$ cat src/rtl/delta_output_sram_arbiter_pkg.sv
// Shared definitions for the Output SRAM arbiter: FSM state encoding and default sizing.
package delta_pkg;

  localparam int REQ_NUM_DEF = 3;
  localparam int TIMEOUT_DEF = 255;
  localparam int WDOG_W      = 8;

  typedef enum logic [1:0] {
    IDLE    = 2'b00,
    ACCESS  = 2'b01,
    RELEASE = 2'b10
  } state_t;

endpackage

$ cat src/rtl/delta_output_sram_arbiter_if.sv
// Output SRAM port bundle: strobes, addresses and data toward the SRAM, completions back.
interface delta_output_sram_arbiter_if #(
  parameter int ADDR_W = 32,
  parameter int DATA_W = 64
);

  logic              Output_SRAM_w_en;
  logic              Output_SRAM_r_en;
  logic [ADDR_W-1:0] Output_SRAM_w_addr;
  logic [ADDR_W-1:0] Output_SRAM_r_addr;
  logic [DATA_W-1:0] Output_SRAM_w_d;
  logic [DATA_W-1:0] Output_SRAM_r_d;
  logic              Output_SRAM_d_ready;
  logic              Output_SRAM_w_done;

  modport master (
    output Output_SRAM_w_en, Output_SRAM_r_en, Output_SRAM_w_addr, Output_SRAM_r_addr,
           Output_SRAM_w_d,
    input  Output_SRAM_r_d, Output_SRAM_d_ready, Output_SRAM_w_done
  );

  modport slave (
    input  Output_SRAM_w_en, Output_SRAM_r_en, Output_SRAM_w_addr, Output_SRAM_r_addr,
           Output_SRAM_w_d,
    output Output_SRAM_r_d, Output_SRAM_d_ready, Output_SRAM_w_done
  );

endinterface

$ cat src/rtl/delta_output_sram_arbiter_rr_picker.sv
// Combinational round-robin picker: first requester strictly after last_owner wins, wrapping to 0.
module delta_rr_picker #(
  parameter int REQ_NUM = 3,
  parameter int OWN_W   = 2
) (
  input  logic [REQ_NUM-1:0] req,
  input  logic [OWN_W-1:0]   last_owner,
  output logic [REQ_NUM-1:0] winner,
  output logic               any_req
);

  logic found;

  // Pass one scans above last_owner; if nothing there, pass two takes the lowest index (wrap).
  always_comb begin
    winner = '0;
    found  = 1'b0;
    for (int i = 0; i < REQ_NUM; i++) begin
      if (!found && req[i] && (i > int'(last_owner))) begin
        winner[i] = 1'b1;
        found     = 1'b1;
      end
    end
    for (int i = 0; i < REQ_NUM; i++) begin
      if (!found && req[i]) begin
        winner[i] = 1'b1;
        found     = 1'b1;
      end
    end
  end

  assign any_req = |req;

endmodule

$ cat src/rtl/delta_output_sram_arbiter.sv
// Round-robin arbiter sharing one Output SRAM port among REQ_NUM requesters, with a response watchdog.
module delta_output_sram_arbiter
  import delta_pkg::*;
#(
  parameter int REQ_NUM = REQ_NUM_DEF,
  parameter int ADDR_W  = 32,
  parameter int DATA_W  = 64,
  parameter int TIMEOUT = TIMEOUT_DEF
) (
  input  logic                           clk,
  input  logic                           rst_n,
  input  logic [REQ_NUM-1:0]             req,
  input  logic [REQ_NUM-1:0]             req_we,
  input  logic [REQ_NUM-1:0][ADDR_W-1:0] req_addr,
  input  logic [REQ_NUM-1:0][DATA_W-1:0] req_wdata,
  output logic [REQ_NUM-1:0]             grant,
  output logic [REQ_NUM-1:0]             done,
  output logic [DATA_W-1:0]              rdata,
  output logic                           busy,
  output logic                           timeout_err,
  delta_output_sram_arbiter_if.master    sram
);

  localparam int OWN_W = (REQ_NUM > 1) ? $clog2(REQ_NUM) : 1;

  state_t              state;
  state_t              state_nxt;
  logic [REQ_NUM-1:0]  winner;
  logic                any_req;
  logic [OWN_W-1:0]    win_idx;
  logic [OWN_W-1:0]    owner;
  logic [OWN_W-1:0]    last_owner;
  logic                lat_we;
  logic [ADDR_W-1:0]   lat_addr;
  logic [DATA_W-1:0]   lat_wdata;
  logic [WDOG_W-1:0]   wdog;
  logic                resp;
  logic                tmo;

  delta_rr_picker #(
    .REQ_NUM (REQ_NUM),
    .OWN_W   (OWN_W)
  ) u_picker (
    .req        (req),
    .last_owner (last_owner),
    .winner     (winner),
    .any_req    (any_req)
  );

  always_comb begin
    win_idx = '0;
    for (int i = 0; i < REQ_NUM; i++) begin
      if (winner[i]) win_idx = OWN_W'(i);
    end
  end

  // Only the response type matching the latched direction counts; the other one is ignored.
  assign resp = (state == ACCESS) &&
                (lat_we ? sram.Output_SRAM_w_done : sram.Output_SRAM_d_ready);
  assign tmo  = (state == ACCESS) && !resp && (wdog == WDOG_W'(TIMEOUT - 1));

  always_ff @(posedge clk or negedge rst_n) begin
    if (!rst_n) begin
      state <= IDLE;
      busy  <= 1'b0;
    end else begin
      state <= state_nxt;
      busy  <= (state_nxt != IDLE);
    end
  end

  always_comb begin
    state_nxt                = state;
    sram.Output_SRAM_w_en    = 1'b0;
    sram.Output_SRAM_r_en    = 1'b0;
    sram.Output_SRAM_w_addr  = '0;
    sram.Output_SRAM_r_addr  = '0;
    sram.Output_SRAM_w_d     = '0;
    case (state)
      IDLE: begin
        if (any_req) state_nxt = ACCESS;
      end
      ACCESS: begin
        sram.Output_SRAM_w_d = lat_wdata;
        if (lat_we) begin
          sram.Output_SRAM_w_en   = 1'b1;
          sram.Output_SRAM_w_addr = lat_addr;
        end else begin
          sram.Output_SRAM_r_en   = 1'b1;
          sram.Output_SRAM_r_addr = lat_addr;
        end
        if (resp || tmo) state_nxt = RELEASE;
      end
      RELEASE: begin
        state_nxt = IDLE;
      end
      default: begin
        state_nxt = IDLE;
      end
    endcase
  end

  // done is raised on the edge that enters RELEASE, so it is visible exactly for the RELEASE cycle.
  always_ff @(posedge clk or negedge rst_n) begin
    if (!rst_n) begin
      grant       <= '0;
      done        <= '0;
      rdata       <= '0;
      timeout_err <= 1'b0;
      wdog        <= '0;
      owner       <= '0;
      last_owner  <= OWN_W'(REQ_NUM - 1);
      lat_we      <= 1'b0;
      lat_addr    <= '0;
      lat_wdata   <= '0;
    end else begin
      done <= '0;
      case (state)
        IDLE: begin
          if (any_req) begin
            grant     <= winner;
            owner     <= win_idx;
            lat_we    <= req_we[win_idx];
            lat_addr  <= req_addr[win_idx];
            lat_wdata <= req_wdata[win_idx];
            wdog      <= '0;
          end
        end
        ACCESS: begin
          if (resp) begin
            done <= grant;
            if (!lat_we) rdata <= sram.Output_SRAM_r_d;
          end else if (tmo) begin
            done        <= grant;
            timeout_err <= 1'b1;
            rdata       <= '0;
          end else begin
            wdog <= wdog + WDOG_W'(1);
          end
        end
        RELEASE: begin
          grant      <= '0;
          last_owner <= owner;
        end
        default: begin
        end
      endcase
    end
  end

endmodule
$ cat src/flat_wrapper.sv
// flat-port wrapper written by rule: the top's interface ports become plain ports
module delta_output_sram_arbiter_flat import delta_pkg::*;
#(
  parameter int REQ_NUM = REQ_NUM_DEF,
  parameter int ADDR_W  = 32,
  parameter int DATA_W  = 64,
  parameter int TIMEOUT = TIMEOUT_DEF
)
  (clk, rst_n, req, req_we, req_addr, req_wdata, grant, done, rdata, busy, timeout_err, sram_Output_SRAM_w_en, sram_Output_SRAM_r_en, sram_Output_SRAM_w_addr, sram_Output_SRAM_r_addr, sram_Output_SRAM_w_d, sram_Output_SRAM_r_d, sram_Output_SRAM_d_ready, sram_Output_SRAM_w_done);
  delta_output_sram_arbiter_if #(.ADDR_W(ADDR_W), .DATA_W(DATA_W)) sram_i ();
  input  logic clk;
  input  logic rst_n;
  input  logic [REQ_NUM-1:0] req;
  input  logic [REQ_NUM-1:0] req_we;
  input  logic [REQ_NUM-1:0][ADDR_W-1:0] req_addr;
  input  logic [REQ_NUM-1:0][DATA_W-1:0] req_wdata;
  output logic [REQ_NUM-1:0] grant;
  output logic [REQ_NUM-1:0] done;
  output logic [DATA_W-1:0] rdata;
  output logic busy;
  output logic timeout_err;
  output wire logic [$bits(sram_i.Output_SRAM_w_en)-1:0] sram_Output_SRAM_w_en;
  output wire logic [$bits(sram_i.Output_SRAM_r_en)-1:0] sram_Output_SRAM_r_en;
  output wire logic [$bits(sram_i.Output_SRAM_w_addr)-1:0] sram_Output_SRAM_w_addr;
  output wire logic [$bits(sram_i.Output_SRAM_r_addr)-1:0] sram_Output_SRAM_r_addr;
  output wire logic [$bits(sram_i.Output_SRAM_w_d)-1:0] sram_Output_SRAM_w_d;
  input wire logic [$bits(sram_i.Output_SRAM_r_d)-1:0] sram_Output_SRAM_r_d;
  input wire logic [$bits(sram_i.Output_SRAM_d_ready)-1:0] sram_Output_SRAM_d_ready;
  input wire logic [$bits(sram_i.Output_SRAM_w_done)-1:0] sram_Output_SRAM_w_done;
  assign sram_Output_SRAM_w_en = sram_i.Output_SRAM_w_en;
  assign sram_Output_SRAM_r_en = sram_i.Output_SRAM_r_en;
  assign sram_Output_SRAM_w_addr = sram_i.Output_SRAM_w_addr;
  assign sram_Output_SRAM_r_addr = sram_i.Output_SRAM_r_addr;
  assign sram_Output_SRAM_w_d = sram_i.Output_SRAM_w_d;
  assign sram_i.Output_SRAM_r_d = sram_Output_SRAM_r_d;
  assign sram_i.Output_SRAM_d_ready = sram_Output_SRAM_d_ready;
  assign sram_i.Output_SRAM_w_done = sram_Output_SRAM_w_done;
  delta_output_sram_arbiter #(.REQ_NUM(REQ_NUM), .ADDR_W(ADDR_W), .DATA_W(DATA_W), .TIMEOUT(TIMEOUT)) u_core (.clk(clk), .rst_n(rst_n), .req(req), .req_we(req_we), .req_addr(req_addr), .req_wdata(req_wdata), .grant(grant), .done(done), .rdata(rdata), .busy(busy), .timeout_err(timeout_err), .sram(sram_i));
endmodule
$ cat config.mk
export PLATFORM = sky130hd
export DESIGN_NAME = delta_output_sram_arbiter_flat
export DESIGN_NICKNAME = d
export VERILOG_FILES = /design/src/rtl/delta_output_sram_arbiter_pkg.sv /design/src/rtl/delta_output_sram_arbiter_if.sv /design/src/rtl/delta_output_sram_arbiter_rr_picker.sv /design/src/rtl/delta_output_sram_arbiter.sv /design/src/flat_wrapper.sv
export SDC_FILE = /design/constraint.sdc
export NUM_CORES = 1
export LEC_CHECK = 0
export ABC_CLOCK_PERIOD_IN_PS = 3600
export BUFFER_PORTS_ARGS = -buffer_cell sky130_fd_sc_hd__buf_2
export CAP_MARGIN = 20
export CORE_AREA = 5 5 219 221
export CTS_BUF_LIST = sky130_fd_sc_hd__clkbuf_4 sky130_fd_sc_hd__clkbuf_8
export DETAILED_ROUTE_END_ITERATION = 16
export DIE_AREA = 0 0 224 226
export GPL_TIMING_DRIVEN = 0
export RECOVER_POWER = 25
export SLEW_MARGIN = 30
export SYNTH_ARGS = -nofsm -noshare
export SYNTH_HDL_FRONTEND = slang
export SYNTH_HIERARCHICAL = 1
export SYNTH_SLANG_ARGS = --single-unit
$ cat constraint.sdc
create_clock -name clk -period 3.6 [get_ports clk]
set_input_delay 0.18 -clock clk [delete_from_list [all_inputs] [get_ports clk]]
set_output_delay 0.18 -clock clk [all_outputs]
set_load 0.03 [all_outputs]
# After elaboration in Yosys (flattened, before gate mapping)
# Cells that the tools add are included.
# classes
add_sub_neg,1
n_mul,0
div,0
magnitude_cmp,3
eq_ne,7
n_shift,0
mux,41
n_bitwise,1
n_reduce_logical,26
# ops
op,n
$mux W64,5
$mux W32,5
$bmux W64 S2,1
$bmux W32 S2,1
$mux W8,3
$pmux W8 S2,1
$mux W1,15
$mux W3,4
$logic_and A1 B1 Y1,9
$add A8 B1 Y8 const B,1
$eq A8 B8 Y1 const B,1
$reduce_bool A2 Y1,4
$mux W2,3
$ne A2 B2 Y1 const B,3
$pmux W3 S2,1
$reduce_and A3 Y1,2
$logic_not A1 Y1,5
$pmux W2 S2,1
$reduce_and A2 Y1,2
$reduce_and A4 Y1,1
$lt A2 B3 Y1 const B,1
$reduce_or A3 Y1,1
$bmux W1 S2,1
$eq A2 B1 Y1 const B,1
7 further kinds,7
# totals
regBits,183
latchBits,0
ram_bits,0
mem_bits_ro,0
input_bits,362
out_inout_bits,202
word_cells,91
n_memories,0

# Depth between registers and ports, before layout
# Gate-level depths: netlist of run 1.
# logic_depth
ltp_word,19
depth_mapped,9
depth_no_buf,6

# Modules after synthesis
# The synthesis of run 1 kept the hierarchy.
# by_module_without_submodules
module,n_inst,cells_each,area_each_um2,seq_area_each_um2
delta_output_sram_arbiter,1,1023,9586.7,4580.6
delta_rr_picker,1,9,62.6,0.0

# Least setup slack after synthesis of run 1
# OpenSTA, ideal clock, no wires.
# synth_path
path_type,reg2reg
from,reg u_core.last_owner[0]
to,reg u_core.lat_addr[24]
setup_ns,0.136
arrival_ns,1.825
t_required_ns,3.464
path_slack_ns,1.639
stages_incl_launch_ff,10
path_buffers,3
period_less_slack_ns,1.961
cell_sequence,dfrtp_1 or3b_1 o21ai_0 buf_2 buf_4 buf_2 mux2i_1 nor2_1 a21oi_1 o21ai_0
# synth_via
elab_cells_between_ends,23
classes_between,2 x order compare; 11 x mux; 10 x reduce/logical
# synth_lines
item,line,text
start: declaration,delta_output_sram_arbiter.sv:32,logic [OWN_W-1:0] last_owner;
start signal: assignment,delta_output_sram_arbiter.sv:112,last_owner <= OWN_W'(REQ_NUM - 1);
start signal: assignment,delta_output_sram_arbiter.sv:143,last_owner <= owner;
$gt A1 B2 Y1,delta_output_sram_arbiter_rr_picker.sv:19,if (!found && req[i] && (i > int'(last_owner))) begin
$logic_and A1 B1 Y1,delta_output_sram_arbiter_rr_picker.sv:19,
$mux W1,delta_output_sram_arbiter_rr_picker.sv:19,
$logic_not A1 Y1,delta_output_sram_arbiter_rr_picker.sv:19,
$logic_and A1 B1 Y1 (2 in series),delta_output_sram_arbiter_rr_picker.sv:19,
$mux W1,delta_output_sram_arbiter_rr_picker.sv:19,
$logic_not A1 Y1,delta_output_sram_arbiter_rr_picker.sv:25,if (!found && req[i]) begin
$logic_and A1 B1 Y1,delta_output_sram_arbiter_rr_picker.sv:25,
$mux W1,delta_output_sram_arbiter_rr_picker.sv:25,
$logic_not A1 Y1,delta_output_sram_arbiter_rr_picker.sv:25,
$logic_and A1 B1 Y1,delta_output_sram_arbiter_rr_picker.sv:25,
$mux W1 *,delta_output_sram_arbiter_rr_picker.sv:25,
named net u_core.winner[1],delta_output_sram_arbiter.sv:28,logic [REQ_NUM-1:0] winner;
$mux W1 *,delta_output_sram_arbiter.sv:53,if (winner[i]) win_idx = OWN_W'(i);
$mux W2 *,delta_output_sram_arbiter.sv:53,
$bmux W32 S2 *,delta_output_sram_arbiter.sv:124,lat_addr <= req_addr[win_idx];
$mux W32 (not written as such) *,delta_output_sram_arbiter.sv:124,
end signal: assignment,delta_output_sram_arbiter.sv:124,
end: declaration,delta_output_sram_arbiter.sv:34,logic [ADDR_W-1:0] lat_addr;
# Mark *: on every way through the listed nets, which the timed path passes. The rest lies on a longest branch. The select of a mux whose other input is x is not followed.
# A chain may end at the register's enable or synchronous reset.

# Final worst setup path of run 1
# layout_path
from,reg u_core.last_owner[0]
to,reg u_core.lat_addr[28]
# The elaborated chain is that of the path after synthesis.

==> results.toml, run 1 <==
[worst_setup_path]
worstSetupEndpointType = "register"
worstPathRequired_ps = 4020
start_kind = "register"
crit_type = "register to register"
path_max_fanout = 10
worstPathArrival_ps = 3710
reg2reg_setup_slack_ps = 310

[layout]
fillCellCount = 4725
multi_input_area_sq_um = 4558
areaGrowthSynthToFinish_pct = 65.91
utilization_pct = 34.83
fin_area_sq_um = 16010
instances_no_fill = 2475
seq_area_sq_um = 4581
drive_gt1_share_pct = 34.67
design.final.nets = 2217

[sta]
whs_ps = 89.01
layout_min_cycle_time_ps = 3288
finalCritPeriodShare_pct = 91.34
finalHoldViolCount = 0
rsz0062_at_grt = "no"
tightest_slew_ps = 2120
finClkSkew_ps = 19.65
setup_ws_ps = 311.7
tns_ps = 0
max-slew-margin-rel_pct = -41.33
slew_violations = 164
setup_viol = 0
fmax_mhz = 304.1

[clock_tree]
clock-sinks = 183
clk_latency_ps = 550
root_buffer = "clkbuf_8"
h-tree-depth = 4
cts.path.max_buffers = 2
tritoncts = "yes"
path_clk_slew_ps = 110
cts_buffers = 17

[global_route]
grt_max_degree = 87
grt_usage_pct = 16.96
grt_pass1_wl_microns = 65910
grt_pass1_vias = 11650
antenna_found_initial = 4
grt_overflow = 0

[logic_synthesis]
ys_seq_area_share_pct = 47.47
synth.top_cell.area_share_pct = 47.20
synth_nets = 1396
synth_area_sq_um = 9649
yosysMostFrequentCell = "dfrtp_1"
synth_top_area_cell = "dfrtp_1"
avgSynthCellArea_sq_um = 9.350
ys_ff_latch = 183
synth-async-reset-ratio_pct = 100.0
synth_cell_types = 43
synth_edf_count = 0
synthTopCellsByCount = "182 x dfrtp_1, 110 x nand2_1, 102 x a21oi_1, 102 x mux2i_1"
synth_area_leaders = "dfrtp_1 47%, mux2i_1 11%, and2_1 6.5%"
post_synth_inst_count = 1032
synth-warning-count = 6
ys.flop_type = "dfrtp_1"

[routing]
wl_per_cell_microns = 18.03
drtIter0Drc = 545
viasPerCell = 4.487
drcViolationCount = 0
routed_wl_microns = 44630
num_vias = 11110
drtAntennaViolNets = 0
dr.pass1.iters = 5

[power]
ir_worst_vdd_uv = 464.0
power.total_mw = 12.58
cellPowerDensity_nw_per_um2 = 785.6
p_leak_nw = 8.278

[die]
core_area_sq_um = 45960
row_count = 79
start_util_pct = 20.99
die-area_sq_um = 50620
pin_count = 564
die_w_microns = 224
die_h_microns = 226

[placement]
place_ws_ps = 630.6
placedInstanceArea_sq_um = 13290
io_buffers = 563
place_inst = 2204
dpl.hpwl_microns = 33630
gp_congestion = 0.9249

[outcome]
violations = "max-capacitance violations, max-slew violations"
status = "finished with violations"

[flow_run]
cap_violations = 2

[hold_path]
min_path_type = "input port to register"
layer usage:
| layer | track usage (%) | vias to the layer above | wire length [microns] |
|---|---|---|---|
| met1 | 20.34 | 5312 | 18240 |
| met3 | 4.875 | 98 | 3086 |
| met5 | 0 | - | 13 |
| met2 | 28.37 | 486 | 21480 |
| met4 | 7.549 | 2 | 1802 |
| li1 | - | 5207 | - |
path summary, 6_finish.rpt:
check / from / end / depth (start not counted)
max: u_core/last_owner[0] / u_core/lat_addr[28] / 10
min: req[1] / u_core/busy / 4
max reg2reg: u_core/last_owner[0] / u_core/lat_addr[28] / 10
min reg2reg: u_core/lat_wdata[6] / u_core/lat_wdata[6] / 2
max in group asynchronous: rst_n / u_core/lat_wdata[34] / 3
min in group asynchronous: rst_n / u_core/last_owner[1] / 2
cells in the final DEF, fill, tap and decap left out, types with 5 or more instances in the layout:
cell type | synthesis | layout
a21oi_1 | 102 | 102
a22o_1 | 66 | 66
and2_1 | 101 | 101
and3_1 | 32 | 32
buf_2 | 21 | 583
buf_6 | 17 | 17
clkbuf_1 | 48 | 47
clkbuf_8 | 0 | 18
dfrtp_1 | 182 | 182
dlygate4sd3_1 | 0 | 236
inv_6 | 0 | 5
mux2i_1 | 102 | 102
nand2_1 | 110 | 110
nor2_1 | 101 | 101
o21ai_0 | 57 | 57
o21ai_1 | 45 | 45
worst max-delay path, stage by stage (launching register included):
cell and delay (ps):
dfrtp_1 400, or3b_1 390, o21ai_0 90, clkbuf_4 340, buf_4 340, buf_2 430
mux2i_1 230, nor2_1 50, a21oi_1 210, dlygate4sd3_1 610, o21ai_1 60
flip-flops by register name (all words and copies together) (netlist names):
| signal | count |
|---|---|
| u_core/rdata | 64 |
| u_core/timeout_err | 1 |
| u_core/owner | 2 |
| u_core/lat_addr | 32 |
| u_core/busy | 1 |
| u_core/lat_wdata | 64 |
| u_core/grant | 3 |
| u_core/done | 3 |
| u_core/wdog | 8 |
| u_core/state | 2 |
| u_core/last_owner | 2 |
| u_core/lat_we | 1 |
repair_timing:
item | in CTS | in global routing
buffers inserted | 0 | 0
hold endpoints to repair | 346 | 0
gates resized for setup | 0 | 1
hold buffers | 237 | 0
endpoints found under the setup margin | 0 | 1
power breakdown:
| part | internal (mW) | switching, mW | total, mW |
|---|---|---|---|
| logic | 2.74 | 4.91 | 7.65 |
| clock network | 0.533 | 0.900 | 1.43 |
| registers | 2.99 | 0.510 | 3.50 |
layout make-up:
type / instances / area share [%]
Antenna cell: 2 / 0.03126
Tap cell: 607 / 4.744
Clock buffer: 18 / 1.547
Timing Repair Buffer: 802 / 32.44
Inverter: 4 / 0.09379
Multi-Input combinational cell: 755 / 28.47
Buffer: 90 / 3.126
Clock inverter: 14 / 0.9301
Sequential cell: 183 / 28.61
cells by family (layout without fill, tap and decap cells):
| group | after synthesis | in the layout | share of synthesized area (%) |
|---|---|---|---|
| buf+inv | 94 | 928 | 5.290 |
| fa+ha+maj | 2 | 2 | 0.2593 |
| other cells | 0 | 2 | 0 |
| compound gates | 279 | 279 | 17.48 |
| flops | 183 | 183 | 47.47 |
| simple gates | 370 | 370 | 18.69 |
| mux | 104 | 104 | 10.81 |
Power figures use the tool's default switching activity.
==> inputs of run 2 (changes only) <==
ABC_CLOCK_PERIOD_IN_PS = 2700   (was 3600)
RECOVER_POWER = not set   (was 25)
clock period = 2.7 ns   (was 3.6 ns; I/O delays follow)
==> run 2 against run 1 <==
Compared with the run above: the flow now finishes without violations; sequential power grew 33%; via count increased by 7.6%; die area is the same; maximum frequency grew 32%; count of clock-buffer cells in the layout unchanged; setup slack worse by 100 ps; register-to-register slack got worse by 100 ps; clock power grew 34%; largest cell class unchanged; largest power group unchanged; highest routed layer unchanged.
==> results.toml, run 2 (synthesis gave the netlist of run 1 again) <==
[outcome]
status = "complete, no violations"

[power]
p_leak_nw = 8.791
power.total_mw = 16.62
cellPowerDensity_nw_per_um2 = 970.8
ir_worst_vdd_uv = 618.3

[placement]
io_buffers = 563
gp_congestion = 0.9249
placedInstanceArea_sq_um = 13290
place_inst = 2204
dpl.hpwl_microns = 33630
place_ws_ps = -269.4

[die]
die_h_microns = 226
die-area_sq_um = 50620
core_area_sq_um = 45960
start_util_pct = 20.99
pin_count = 564
row_count = 79
die_w_microns = 224

[sta]
max-slew-margin-rel_pct = 36.47
finClkSkew_ps = 23.10
tightest_slew_ps = 953.0
tns_ps = 0
finalHoldViolCount = 0
finalCritPeriodShare_pct = 92.27
rsz0062_at_grt = "no"
setup_ws_ps = 208.8
whs_ps = 68.96
setup_viol = 0
fmax_mhz = 401.4
slew_violations = 0
layout_min_cycle_time_ps = 2491

[worst_setup_path]
worstSetupEndpointType = "register"
critPathMaxStageDelay_ps = 440
path_cells = "a21oi_1, o21a_1, clkbuf_2, clkbuf_4, clkbuf_2, nor2_1, a21oi_1, o21ai_1"
crit_type = "register to register"
path_max_fanout = 11
worstPathRequired_ps = 3130
worstPathArrival_ps = 2920
start_kind = "register"
crit_path_top_delay_cell = "clkbuf_4"

[global_route]
grt_pass1_vias = 12600
grt_pass1_wl_microns = 72270
grt_overflow = 0
antenna_found_initial = 5
grt_usage_pct = 18.56
grt_max_degree = 87

[clock_tree]
postCtsSetupBuffers = 0
cts_buffers = 17
root_buffer = "clkbuf_8"
h-tree-depth = 4
cts.path.max_buffers = 2
clk_latency_ps = 560
tritoncts = "yes"
clock-sinks = 183
path_clk_slew_ps = 110

[layout]
instances_no_fill = 2578
utilization_pct = 37.25
areaGrowthSynthToFinish_pct = 77.41
fin_area_sq_um = 17120
design.final.nets = 2318
drive_gt1_share_pct = 33.66
largestRegisters = "u_core/lat_wdata x64, u_core/rdata x64, u_core/lat_addr x32"
final_common_cell = "buf_2"
layout_common_cells = "582 x buf_2, 338 x dlygate4sd3_1, 182 x dfrtp_1"

[routing]
routed_wl_microns = 48880
drtIter0Drc = 716
num_vias = 11950
viasPerCell = 4.635
dr.pass1.iters = 8
drcViolationCount = 0
wl_per_cell_microns = 18.96
drtAntennaViolNets = 0

[flow_run]
cap_violations = 0

[hold_path]
min_path_type = "input port to register"
==> run 2: changes by cell type in the layout (fill, tap and decap cells not counted) <==
cell,previous run,this run
buf_16,0,2
buf_2,583,582
buf_6,17,18
buf_8,0,1
clkbuf_1,47,31
clkbuf_2,4,15
clkbuf_4,1,2
diode_2,2,4
dlygate4sd3_1,236,338
nor2_2,1,0
nor2_4,0,1
==> run 2: worst paths after layout <==
path | startpoint | endpoint | slack, ps | cells past startpoint
worst max-delay path | u_core/last_owner[1] | u_core/lat_addr[28] | 210 | 8
worst min-delay path | req_wdata[68] | u_core/lat_wdata[4] | 70 | 5
worst max register to register | u_core/last_owner[1] | u_core/lat_addr[28] | 210 | 8
worst min register to register | u_core/lat_wdata[6] | u_core/lat_wdata[6] | 480 | 2
max in group asynchronous | rst_n | u_core/lat_wdata[31] | 2120 | 3
min in group asynchronous | rst_n | u_core/last_owner[1] | 120 | 2
==> run 2: layout make-up <==
type	count	area, sq um
fillers	4539	28840
repair buffers	904	6271
flip-flops and latches	183	4581
multi-input cells	755	4563
well taps	607	759.5
plain buffers	89	523.0
clock buffers	18	247.7
clock inverters	14	148.9
inverters	4	15.01
diodes	4	10.01
==> run 2: repair_timing <==
item	4_1_cts	5_1_grt
resized for setup	10	19
hold buffers	339	0
setup endpoints to repair	81	53
hold endpoints to repair	347	0
==> run 2: power breakdown <==
group          switching (mW)  leakage (nW)  internal [mW]  total (mW)
Combinational            6.60          6.30           3.44        10.0
Clock                    1.20         0.197          0.711        1.91
Sequential              0.689          2.29           3.98        4.67
Total                    8.49          8.79           8.13        16.6
==> run 2: per-layer routing <==
layer | part of all wire [%] | global-route usage (%) | routed length (microns)
met5 | 0.027 | 0 | 13
met4 | 5.0 | 9.723 | 2466
met3 | 8.0 | 5.706 | 3916
met2 | 48 | 31.01 | 23620
met1 | 39 | 21.45 | 18870
==> run 2: worst max-delay path, delay by kind of cell, from the launching register on <==
kind	cells	cell delay, ps
flip-flops	1	400
AND/OR/NAND/NOR	1	90
buffers and inverters	3	1160
AO/OA/AOI/OAI	4	680
